### src/rtl/id_ex_stage.sv
// -----------------------------------------------------------------------------
// id_ex_stage
// ID/EX pipeline register feeding the execute-stage ALU.
//  - Captures the decoded instruction from ID (controls, operands, immediate).
//  - Forwards EX/MEM and MEM/WB results onto the registered rs1/rs2 operands
//    (EX/MEM has priority, x0 is never forwarded).
//  - Selects immediate vs forwarded rs2 for srcB; storeData is always rs2.
//  - Detects load-use hazards: stalls ID (idReady_o=0) and injects a bubble.
//  - Honours branch flush (bubble) and downstream hold (freeze).
//  - Keeps a saturating count of load-use bubbles.
// Ports
//  clk_i, rstN_i                      clock, synchronous active-low reset
//  id*_i                              decoded instruction from ID
//  idReady_o                          stage accepts ID instruction this cycle
//  exmem*_i, memwb*_i                 forwarding sources (MEM, WB)
//  flush_i, exHold_i                  kill entering instruction / freeze stage
//  aluCntrl_o, inv_o, srcA_o, srcB_o  ALU inputs
//  storeData_o                        forwarded rs2 for stores
//  ex*_o                              registered controls
//  luBubbleCnt_o                      saturating load-use bubble count
// -----------------------------------------------------------------------------
module id_ex_stage #(
    parameter int XLEN = 32,
    parameter int REGW = 5,
    parameter int CNTW = 16
) (
    input  logic            clk_i,
    input  logic            rstN_i,
    input  logic            idValid_i,
    output logic            idReady_o,
    input  logic [3:0]      idAluCntrl_i,
    input  logic            idInv_i,
    input  logic [REGW-1:0] idRs1_i,
    input  logic [REGW-1:0] idRs2_i,
    input  logic            idUseRs1_i,
    input  logic            idUseRs2_i,
    input  logic [XLEN-1:0] idRs1Val_i,
    input  logic [XLEN-1:0] idRs2Val_i,
    input  logic [XLEN-1:0] idImm_i,
    input  logic            idUseImm_i,
    input  logic [REGW-1:0] idRd_i,
    input  logic            idRegWrite_i,
    input  logic            idMemRead_i,
    input  logic            idMemWrite_i,
    input  logic            idBranch_i,
    input  logic [REGW-1:0] exmemRd_i,
    input  logic            exmemRegWrite_i,
    input  logic [XLEN-1:0] exmemResult_i,
    input  logic [REGW-1:0] memwbRd_i,
    input  logic            memwbRegWrite_i,
    input  logic [XLEN-1:0] memwbResult_i,
    input  logic            flush_i,
    input  logic            exHold_i,
    output logic [3:0]      aluCntrl_o,
    output logic            inv_o,
    output logic [XLEN-1:0] srcA_o,
    output logic [XLEN-1:0] srcB_o,
    output logic [XLEN-1:0] storeData_o,
    output logic            exValid_o,
    output logic [REGW-1:0] exRd_o,
    output logic            exRegWrite_o,
    output logic            exMemRead_o,
    output logic            exMemWrite_o,
    output logic            exBranch_o,
    output logic [CNTW-1:0] luBubbleCnt_o
);

    typedef struct packed {
        logic            valid;
        logic [3:0]      aluCntrl;
        logic            inv;
        logic [REGW-1:0] rs1;
        logic [REGW-1:0] rs2;
        logic [XLEN-1:0] rs1Val;
        logic [XLEN-1:0] rs2Val;
        logic [XLEN-1:0] imm;
        logic            useImm;
        logic [REGW-1:0] rd;
        logic            regWrite;
        logic            memRead;
        logic            memWrite;
        logic            branch;
    } ex_fields_t;

    ex_fields_t      ex_d, ex_q;
    ex_fields_t      id_s;
    logic [CNTW-1:0] cnt_d, cnt_q;
    logic            loadUse_s;

    // Forward a newer result onto a registered source operand; EX/MEM wins, x0 never forwarded.
    function automatic logic [XLEN-1:0] fwd_operand(
        input logic [REGW-1:0] rs,
        input logic [XLEN-1:0] regVal,
        input logic [REGW-1:0] mRd,
        input logic            mWr,
        input logic [XLEN-1:0] mRes,
        input logic [REGW-1:0] wRd,
        input logic            wWr,
        input logic [XLEN-1:0] wRes
    );
        logic [XLEN-1:0] r;
        if (mWr && (mRd != '0) && (mRd == rs)) begin
            r = mRes;
        end else if (wWr && (wRd != '0) && (wRd == rs)) begin
            r = wRes;
        end else begin
            r = regVal;
        end
        return r;
    endfunction

    // Gather the ID-side fields into one capture word.
    always_comb begin
        id_s          = '0;
        id_s.valid    = idValid_i;
        id_s.aluCntrl = idAluCntrl_i;
        id_s.inv      = idInv_i;
        id_s.rs1      = idRs1_i;
        id_s.rs2      = idRs2_i;
        id_s.rs1Val   = idRs1Val_i;
        id_s.rs2Val   = idRs2Val_i;
        id_s.imm      = idImm_i;
        id_s.useImm   = idUseImm_i;
        id_s.rd       = idRd_i;
        id_s.regWrite = idRegWrite_i;
        id_s.memRead  = idMemRead_i;
        id_s.memWrite = idMemWrite_i;
        id_s.branch   = idBranch_i;
    end

    // Load in EX whose destination is a source the ID instruction really reads.
    always_comb begin
        loadUse_s = ex_q.valid && ex_q.memRead && (ex_q.rd != '0) && idValid_i &&
                    ((idUseRs1_i && (idRs1_i == ex_q.rd)) ||
                     (idUseRs2_i && (idRs2_i == ex_q.rd)));
        idReady_o = !exHold_i && !loadUse_s;
    end

    // Next-state selection: hold > flush > load-use bubble > capture.
    always_comb begin
        ex_d  = ex_q;
        cnt_d = cnt_q;
        if (exHold_i) begin
            ex_d = ex_q;
        end else if (flush_i) begin
            // A flushed load-use slot is not counted: the bubble is due to the branch.
            ex_d = '0;
        end else if (loadUse_s) begin
            ex_d = '0;
            if (cnt_q != {CNTW{1'b1}}) begin
                cnt_d = cnt_q + {{(CNTW-1){1'b0}}, 1'b1};
            end else begin
                cnt_d = cnt_q;
            end
        end else begin
            ex_d = id_s;
        end
    end

    // Pipeline register and bubble counter with synchronous reset.
    always_ff @(posedge clk_i) begin
        if (!rstN_i) begin
            ex_q  <= '0;
            cnt_q <= '0;
        end else begin
            ex_q  <= ex_d;
            cnt_q <= cnt_d;
        end
    end

    // Operand forwarding and ALU source selection.
    always_comb begin
        srcA_o      = fwd_operand(ex_q.rs1, ex_q.rs1Val, exmemRd_i, exmemRegWrite_i, exmemResult_i,
                                  memwbRd_i, memwbRegWrite_i, memwbResult_i);
        storeData_o = fwd_operand(ex_q.rs2, ex_q.rs2Val, exmemRd_i, exmemRegWrite_i, exmemResult_i,
                                  memwbRd_i, memwbRegWrite_i, memwbResult_i);
        if (ex_q.useImm) begin
            srcB_o = ex_q.imm;
        end else begin
            srcB_o = storeData_o;
        end
    end

    assign aluCntrl_o    = ex_q.aluCntrl;
    assign inv_o         = ex_q.inv;
    assign exValid_o     = ex_q.valid;
    assign exRd_o        = ex_q.rd;
    assign exRegWrite_o  = ex_q.regWrite;
    assign exMemRead_o   = ex_q.memRead;
    assign exMemWrite_o  = ex_q.memWrite;
    assign exBranch_o    = ex_q.branch;
    assign luBubbleCnt_o = cnt_q;

endmodule

### config.mk
export PLATFORM = sky130hd
export DESIGN_NAME = id_ex_stage
export DESIGN_NICKNAME = d
export VERILOG_FILES = /design/src/rtl/id_ex_stage.sv
export SDC_FILE = /design/constraint.sdc
export NUM_CORES = 1
export LEC_CHECK = 0
export ABC_CLOCK_PERIOD_IN_PS = 4820
export CAP_MARGIN = 25
export CORE_AREA = 2 2 128 130
export CTS_BUF_LIST = sky130_fd_sc_hd__clkbuf_4
export DETAILED_ROUTE_END_ITERATION = 10
export DIE_AREA = 0 0 130 132
export GPL_ROUTABILITY_DRIVEN = 0
export PLACE_DENSITY_LB_ADDON = 0.05
export SYNTH_ARGS = -nofsm -noshare
export SYNTH_HDL_FRONTEND = slang
export SYNTH_SLANG_ARGS = --single-unit
### constraint.sdc
create_clock -name clk_i -period 4.82 [get_ports clk_i]
set_input_delay 0.723 -clock clk_i [delete_from_list [all_inputs] [get_ports clk_i]]
set_output_delay 0.723 -clock clk_i [all_outputs]
set_load 0.03 [all_outputs]
# Word level (Yosys, flattened, before mapping)
# Index checks and enable logic that the tools add are counted.
# word_totals
ff_bits	138
latch_bits	0
mem_bits_rw	0
mem_bits_ro	0
inputBits	204
output_inout_bits	128
elab_cells	52
mem_count	0
# classes
addsub	1
n_mul	0
n_div	0
n_lt_le_gt_ge	0
n_eq_ne	7
shift	0
mux	7
bitwise	2
n_reduce_logical	20
# ops
op	count
$mux 122	2
$mux 32	5
$eq 5x5->1	6
$add 16x1->16 const B	1
$ne 16x16->1 const B	1
$reduce_bool 5->1	3
$logic_and 1x1->1	13
$reduce_and 4->1	1
$logic_not 1->1	2
$not 1->1	2
$logic_or 1x1->1	1

# Logic depth before layout (Yosys ltp)
# logic_depth
word_depth	6
ltp_mapped	8
mapped_depth_nobuf	6

# Least setup slack after synthesis
# OpenSTA, ideal clock, no wires.
# synth_timing
kind	input port to output port
from	input port memwbRd_i[1]
to	output port srcB_o[10]
arrival_ns	2.805
t_required_ns	4.097
setup_slack_ns	1.292
path_stages	7
n_path_buf	2
cell_sequence	or4_1 -> o21a_1 -> clkbuf_1 -> nand3_2 -> buf_2 -> a221oi_1 -> o31ai_1
# synth_via
elab_chain_len	6
elab_cells_between_ends	7
classes_between	1 x eq/ne; 3 x mux; 3 x reduce/logical
# synth_rtl
item	line_no	text
start: declaration	49	input logic [REGW-1:0] memwbRd_i,
$reduce_bool 5->1	104	end else if (wWr && (wRd != '0) && (wRd == rs)) begin
$logic_and 1x1->1	104	
$logic_and 1x1->1 *	104	
$mux 32 *	104	
$mux 32 *	102	if (mWr && (mRd != '0) && (mRd == rs)) begin
$mux 32 *	177	if (ex_q.useImm) begin
end: declaration	57	output logic [XLEN-1:0] srcB_o,
# Mark *: on every way between the ends. The rest lies on a longest branch, timed or not.

# Worst setup path in the final report
# layout_timing
from	input port memwbRd_i[1]
to	output port srcB_o[3]
# Same word-level chain as after synthesis.

==> metrics.md <==
| Metric | Value |
|---|---|
| R2R setup slack | `2.03 ns` |
| # Post-CTS Setup Buffers | `0` |
| Sw power | `756 uW` |
| Ys flop type | `dfxtp_1` |
| Pwr Total | `2.65 mW` |
| Final Critical Period | `4.33 ns` |
| Largest net degree at the start of global routing | `110` |
| Mapped cell area | `0.00693 mm^2` |
| Worst hold stages | `1` |
| Critical Path RT | `roughly 4.1 ns` |
| Main area contributors after synthesis | `dfxtp_1 40%, a22o_1 15%, mux2i_1 5.1%` |
| Total GRT Usage | `0.292` |
| Die height | `132 um` |
| # setup viols final | `0` |
| Sequential fraction of the synthesis area | `0.399` |
| Hold Path Class | `reg -> reg` |
| Layout cells sized above 1 | `0.0629` |
| DR WL/cell | `20.0 um` |
| Final HPWL DP | `between 15 and 20 mm` |
| WHS Endpoint | `ex_q[96]` |
| Max Root-Sink Buffers | `2` |
| Switching Share | `0.286` |
| Worst slew pin tran | `0.789 ns` |
| Ys async rst share | `0` |
| Startpoint class of the critical path | `input pin` |
| Clk_lat worst skew | `0.54 ns` |
| Fmax | `0.231 GHz` |
| Placed Area | `around 0.010 mm^2` |
| Worst hold start | `ex_q[96]` |
| Period utilization | `0.898` |
| CTS Hold Bufs | `0` |
| Core Footprint | `0.0157 mm^2` |
| DRC viols | `0` |
| Leak Pwr | `3.91 nW` |
| Yosys synthesis warning count | `0` |
| Row count | `46` |
| Clock Tree Root | `clkbuf_4` |
| Comb power frac | `0.239` |
| Top-Level Pins | `332` |
| Final Util | `0.675` |
| H-Tree Depth | `4` |
| P&R area growth vs syn | `53.0%` |
| Cell Pwr Density | `roughly 250 mW/mm^2` |
| Run status | `completed` |
| Routed met3 length | `2.26 mm` |
| Metal-1 WL | `10.4 mm` |
| Net Count, Synth | `a little under 1000` |
| Crit-path max cell delay | `0.61 ns` |
| Wirelength, routed | `between 20 and 30 mm` |
| Nets | `1258` |
| Sequential share of power | `0.458` |
| Vias post-DR | `7280` |
| MaxCap Viol Count | `0` |
| Reg2Reg Launch Point | `exRd_o[4]` |
| RSZ-0062 raised after global routing | `no` |
| Crit path cell chain | `clkdlybuf4s50_1 -> or4_1 -> o21a_1 -> buf_4 -> a221oi_1 -> o31ai_1 -> clkdlybuf4s50_1` |
| Initial Util | `0.441` |
| CP endpoint kind | `primary output` |
| Vias in the first global route | `6917` |
| Most used cell, CP | `clkdlybuf4s50_1` |
| PostCTS Resize Cnt | `0` |
| Worst Setup Path Type | `in -> out` |
| WP data arrival | `3.61 ns` |
| Antenna violations before repair | `2` |
| Count of different cell masters after synthesis | `44` |
| Fin. Hold Viols | `0` |
| Clk network pwr share | `0.303` |
| #FFs+latches synth | `138` |
| ANT nets after route | `0` |
| CTS buffer count | `17` |
| First-iteration detailed-routing DRC count | `442` |
| Max_slew headroom | `0.473` |
| GR Overflow Total | `0` |
| Slowest CP cell | `clkdlybuf4s50_1` |
| DR pass1 iterations | `4` |
| Layout fillers | `1330` |
| Share of the synthesized area in the top cell type | `0.399` |
| Top routing layer used | `met4` |
| Top cell type by total area after synthesis | `dfxtp_1` |
| Fin area | `0.0106 mm^2` |
| P_int | `between 1.5 and 2 mW` |
| Max IR drop VDD | `126 uV` |
| Syn Inst Count | `765` |
| I/O Buffers | `331` |
| Total die area | `0.0172 mm^2` |
| Reg2Reg Depth | `7` |
| Sink Count | `138` |
| Crit Path Max Fanout | `32` |
| R2R Path End | `ex_q[73]` |
| Number of enable flip-flop cells after synthesis | `0` |
| TNS Setup | `0 ns` |
| Slew Viols, Final | `0` |
| Syn avg cell area | `~9 um^2` |
| First-pass GRT wire length | `38.6 mm` |
| CTS tree | `done` |
| WL met2 | `12.3 mm` |
| DR vias/cell | `5.67` |
| Fin Clk Skew | `0.0168 ns` |
| Clock transition at path regs | `0.10 ns` |
| Die width | `between 100 and 150 um` |
-- logic make-up after synthesis --
logic type,Yosys count,share of synthesized area
AND/OR/NAND/NOR,222,0.159
flip-flops,138,0.399
adder cells (fa/ha/maj),1,0.00181
buffers and inverters,82,0.0618
XOR/XNOR,30,0.0379
AO/OA/AOI/OAI,251,0.281
multiplexers,41,0.0603
-- cell usage after synthesis (all sizes together) (4+ instances only) --
library cell and instances:
clkbuf 47, nor3 9, mux2i 35, nand3 11, nand2 34, and3 31
a21oi 45, nor2 89, buf 34, or4 13, a221oi 26, xnor2 18
mux2 6, o21ai 6, a31oi 6, xor2 12, a22o 122, and2 4
o31ai 41, dfxtp 138, nand4 15
-- critical path, delay by kind of cell --
family | cells | cell delay [ns]
buffers and inverters | 3 | 1.35
AOI/OAI and AO/OA | 3 | 0.93
and+or+nand+nor | 1 | 0.60
-- metrics by stage --
step	cells	worst slack (ns)	hold WS [ns]
floorplan	765	1.29	0.437
global placement	1250	0.504	0.455
detailed placement	1250	0.468	0.453
CTS	1282	0.471	0.481
global route	1284	0.322	0.495
finish	1284	0.490	0.485
-- cell type report --
type	count	area [um^2]	share of cell area
multi-input combinational	545	3760	0.355
timing repair buffer	350	3500	0.330
sequential	138	2760	0.261
tap	216	270	0.0255
clock buffer	22	165	0.0156
clock inverter	10	125	0.0118
antenna	2	5.00	0.000472
inverter	1	3.75	0.000354
-- flip-flops by register name (all words and copies together) (netlist names) --
signal	cells
exMemWrite_o	1
aluCntrl_o	4
luBubbleCnt_o	16
exMemRead_o	1
exBranch_o	1
inv_o	1
exRegWrite_o	1
exRd_o	5
exValid_o	1
ex_q	107
-- worst max-delay path by stage --
stage,slack [ns],cells after the start,start,end
finish,0.49,7,memwbRd_i[1],srcB_o[3]
global route,0.32,8,exmemRd_i[2],srcB_o[21]
CTS,0.47,7,memwbRd_i[1],srcB_o[3]
detailed placement,0.47,7,memwbRd_i[1],srcB_o[3]
global placement,0.50,7,memwbRd_i[1],srcB_o[3]
floorplan,1.29,7,memwbRd_i[1],srcB_o[10]
-- power by group through the flow --
stage	Combinational, mW	Sequential (mW)	Clock (mW)
finish	0.633	1.21	0.803
floorplan	0.294	1.23	0
detailed placement	0.630	1.24	0
CTS	0.633	1.21	0.820
global route	0.667	1.22	0.866
global placement	0.627	1.24	0
-- per-layer routing --
layer  up-vias  track usage
li1       3482            -
met1      3445        0.350
met2       314        0.492
met3        39       0.0885
met4         0       0.0986
met5         -            0
-- cell usage in the layout (no fill, tap or decap), types with 2 or more instances in the layout --
master,Yosys,routed
a21oi_1,45,45
nor4_1,2,2
clkinv_1,0,2
xor2_1,12,12
dfxtp_1,138,137
a31oi_1,6,6
nand2_1,34,34
nand2b_1,3,3
diode_2,0,2
a221oi_1,26,26
nand3_1,10,10
o21ai_0,5,5
a22o_1,122,122
clkbuf_4,0,22
or4_1,13,12
and2_1,3,2
bufinv_16,0,3
nor2_1,89,88
clkinv_2,0,4
and4_1,2,2
xnor2_1,18,18
mux2_2,6,6
mux2i_1,35,35
nand4_1,15,15
o31ai_1,41,41
buf_4,10,17
clkdlybuf4s50_1,0,329
buf_12,0,4
or3_1,3,3
nor3_1,9,9
and3_1,31,31
(Power assumes the default switching activity.)
==> RTL edit 1 (config.mk and constraints unchanged) <==
The parameter `CNTW` goes from 16 to 15.
--- a/src/rtl/id_ex_stage.sv
+++ b/src/rtl/id_ex_stage.sv
@@ -22,7 +22,7 @@
 module id_ex_stage #(
     parameter int XLEN = 32,
     parameter int REGW = 5,
-    parameter int CNTW = 16
+    parameter int CNTW = 15
 ) (
     input  logic            clk_i,
     input  logic            rstN_i,
Interface: changed (resized luBubbleCnt_o); port bits go from 332 to 331. No check against the original RTL was run, so the function may have changed too.
==> RTL edit 1 against the original RTL <==
- final cell count is 0.93% lower
- clock power is 2.6% lower
- critical path depth is 1 higher
- maximum frequency is 5.6% lower
- power is 1.7% lower
- die area stayed put
- sequential cell count is 1 lower
- cell area is 1.7% lower
- sequential share of layout area is 0.25 points higher
- setup slack worse by 0.26 ns
- area after synthesis is 1.1% lower
- routed wire length is 0.58% lower
==> RTL edit 1: results <==
[layout]
drive_above_1_share_pct = 5.87
largest_register_ffs = 107
fillCellCount = 1362
area_growth_pct = 52.1
n_antenna_cell = 0
layout.nets = 1248
final_cell_count_no_fill = 1272

[sta]
hold_slack_ns = 0.489
setup_ws_ns = 0.233
finClkSkew_ns = 0.0200
tightest_slew_ns = 0.963

[pwr]
ir_worst_vdd_v = 0.000146
power.leakage_nw = 3.92

[worst_setup_path]
critPathMaxFanout = 32
r2r_setup_slack_ns = 1.87
worstRegToRegCells = 7
cp.arrival_ns = 3.86
startpoint = memwbRd_i[1]
r2r-start = exRd_o[3]
max_stage_delay_ns = 0.75

[routing]
avgRoutedWirePerCell_um = 20.0
firstDrtPassIters = 5
drt_iter0_drc = 556
via_per_inst = 5.69

[global_route]
grtUsageTotal_pct = 29.0
grt_pass1_wl_mm = 38.9
grt_max_degree = 80
antenna_found_initial = 1
grt_pass1_vias = 6992

[logic_synthesis]
synth_area_per_cell_um2 = 9.01
ys_top_cells_by_count = 137 x dfxtp_1, 122 x a22o_1, 103 x nor2_1
synth_top_area_share_pct = 40.0
ys_types = 39
syn-num-nets = 966
yosysSeqAreaShare_pct = 40.0
synth.area.top_cells = dfxtp_1 40%, a22o_1 16%, nor2_1 5.6%

[placed_design]
port_buffers = 330
hpwl_mm = 17.7
dpl_cell_area_mm2 = 0.0101
dpl_worst_slack_ns = 0.296

[clock_network]
root_buffer = clkbuf_4

[worst_hold_path]
min_from = ex_q[104]

[run_status]
status = complete, no violations
-- RTL edit 1: cell families (layout without fill, tap and decap cells) --
logic type                 count (synthesis)  count (layout)  share of synthesized area, %
AOI/OAI and AO/OA                        249             249                          28.7
xor gates and xnor gates                  30              30                          3.83
buffers and inverters                     83             378                          6.72
muxes                                     34              34                          4.97
DFF                                      137             137                          40.0
and+or+nand+nor                          227             227                          15.6
adders and majority gates                  1               1                         0.183
-- RTL edit 1: power by group --
group	total, mW	switching, mW	leakage [nW]	internal, mW
clock	0.782	0.415	0.163	0.367
combinational	0.615	0.294	2.64	0.320
sequential	1.20	0.0326	1.12	1.17
total	2.60	0.742	3.92	1.86
-- RTL edit 1: final cells by class --
cell class              count  share of cell area [%]
flip-flops and latches    137                    26.3
clock inverters            12                    1.26
repair buffers            344                    33.0
well taps                 216                    2.59
inverters                   2                  0.0720
clock buffers              20                    1.44
multi-input cells         541                    35.3
-- RTL edit 1: worst register-to-register path: cells and delay by family, from the launching register on --
family	cells	cell delay, ns
buffers and inverters	2	0.89
AO/OA/AOI/OAI	3	1.28
AND/OR/NAND/NOR	1	0.08
flip-flops	1	0.48
XOR/XNOR	1	0.18
-- RTL edit 1: worst paths after layout --
path / end
setup / recovery: srcB_o[8]
hold reg to reg: ex_q[104]
setup reg to reg: ex_q[76]
hold / removal: ex_q[104]
-- RTL edit 1: metal layers --
| layer | wire length (µm) | global-route usage (%) | vias up |
|---|---|---|---|
| li1 | - | - | 3448 |
| met5 | 17 | 0 | - |
| met4 | 432 | 8.72 | 2 |
| met1 | 10500 | 36.4 | 3425 |
| met3 | 2240 | 8.52 | 32 |
| met2 | 12300 | 47.7 | 326 |
==> RTL edit 2 (config.mk and constraints unchanged) <==
Made on the original files. Reset style: asynchronous (`rstN_i`), changed in one clocked block. Comments in the files are not updated.
--- a/src/rtl/id_ex_stage.sv
+++ b/src/rtl/id_ex_stage.sv
@@ -158,7 +158,7 @@
     end
 
     // Pipeline register and bubble counter with synchronous reset.
-    always_ff @(posedge clk_i) begin
+    always_ff @(posedge clk_i or negedge rstN_i) begin
         if (!rstN_i) begin
             ex_q  <= '0;
             cnt_q <= '0;
Formal check against the unedited RTL: differs if rstN_i is asserted again (counterexample within 4 cycles, from zero or initial values and one cycle with rstN_i low); with rstN_i held inactive, the same outputs for 4 cycles.
==> RTL edit 2 against the original RTL <==
- power increased by 14%
- routed wire length increased by 4.2%
- cell area increased by 4.8%
- maximum frequency increased by 0.27%
- sequential cell count unchanged
- first-iteration DRC count increased by 28%
- area after synthesis increased by 8.1%
- critical path depth decreased by 1
- setup slack improved by 0.011 ns
- critical endpoint is now srcA_o[15]
- largest power group unchanged
==> RTL edit 2: results <==
[global_route]
grtUsageMet3_pct = 10.3
grt_max_degree = 111
grt_pass1_wl_mm = 40.8
antenna_found_initial = 3
grtUsageTotal_pct = 31.1
met2_usage_pct = 50.0
grt_pass1_vias = 7179

[layout]
drive_above_1_share_pct = 12.7

[worst_setup_path]
critPathMaxFanout = 37
slowest_stage = or4_2
cp.arrival_ns = 3.60
max_stage_delay_ns = 1.04

[logic_synthesis]
syn-num-nets = 930
ys_top_cells_by_count = 138 x dfrtp_1, 122 x a22o_1, 75 x nor2_1
synth_ff_type = dfrtp_1
ys_types = 39
yosysSeqAreaShare_pct = 46.1

[routing]
firstDrtPassIters = 5
avgRoutedWirePerCell_um = 21.4
wl_met2_mm = 12.8
vias = 7270
drt_iter0_drc = 567
dr_wl_met3_mm = 2.46
wl_met1_mm = 10.5

[sta]
tightest_slew_ns = 0.942
finClkSkew_ns = 0.0113

[pwr]
comb-power_mw = 0.977
switching_power_mw = 0.991
clock_power_share_pct = 24.4
ir_worst_vdd_v = 0.000165
power.leakage_nw = 4.60

[run_status]
status = complete, no violations

[clock_network]
cts_setup_buffers = 0

[placed_design]
dpl_worst_slack_ns = 0.519
## RTL edit 2: cell types whose count changed in the layout (fill, tap and decap cells not counted), moves of 20 or more
cell	unedited run	this run
xnor2_1	18	38
a221oi_1	26	0
buf_4	17	64
dfrtp_1	0	137
and3_1	31	1
clkdlybuf4s50_1	329	274
dfxtp_1	137	0
## RTL edit 2: worst paths after layout
path	start	end	slack [ns]	depth (start not counted)
max	exmemRd_i[0]	srcA_o[15]	0.50	6
min	luBubbleCnt_o[14]	luBubbleCnt_o[14]	0.51	1
max reg2reg	exRd_o[1]	ex_q[45]	1.85	6
min reg2reg	luBubbleCnt_o[14]	luBubbleCnt_o[14]	0.51	1
max in group asynchronous	rstN_i	ex_q[107]	3.14	4
min in group asynchronous	rstN_i	ex_q[24]	0.53	2
## RTL edit 2: area by class of cell
class                           count  area [µm²]
Clock inverter                     10         103
Tap cell                          216         270
Sequential cell                   138        3450
Antenna cell                        3        7.51
Fill cell                        1247        4600
Timing Repair Buffer              350        3450
Inverter                            1        3.75
Multi-Input combinational cell    509        3660
Clock buffer                       21         158
## RTL edit 2: cell families (layout without fill, tap and decap cells)
kind of cell | count (synthesis) | in the layout | share of synthesized area [%]
muxes | 48 | 48 | 6.68
adders and majority gates | 1 | 1 | 0.167
xor gates and xnor gates | 45 | 45 | 5.26
other | 0 | 3 | 0
DFF | 138 | 138 | 46.1
AOI/OAI and AO/OA | 242 | 242 | 25.4
and+or+nand+nor | 173 | 173 | 11.3
buffers and inverters | 78 | 382 | 5.11
## RTL edit 2: through the flow
stage               power, mW  instances  instance area (µm²)  util, %
floorplan                1.81        725                 7490        -
global placement         2.28       1212                10800     68.8
detailed placement       2.29       1212                10800     68.8
CTS                      3.02       1243                11100     70.4
global route             3.15       1248                11100     70.7
finish                   3.01       1248                11100     70.7
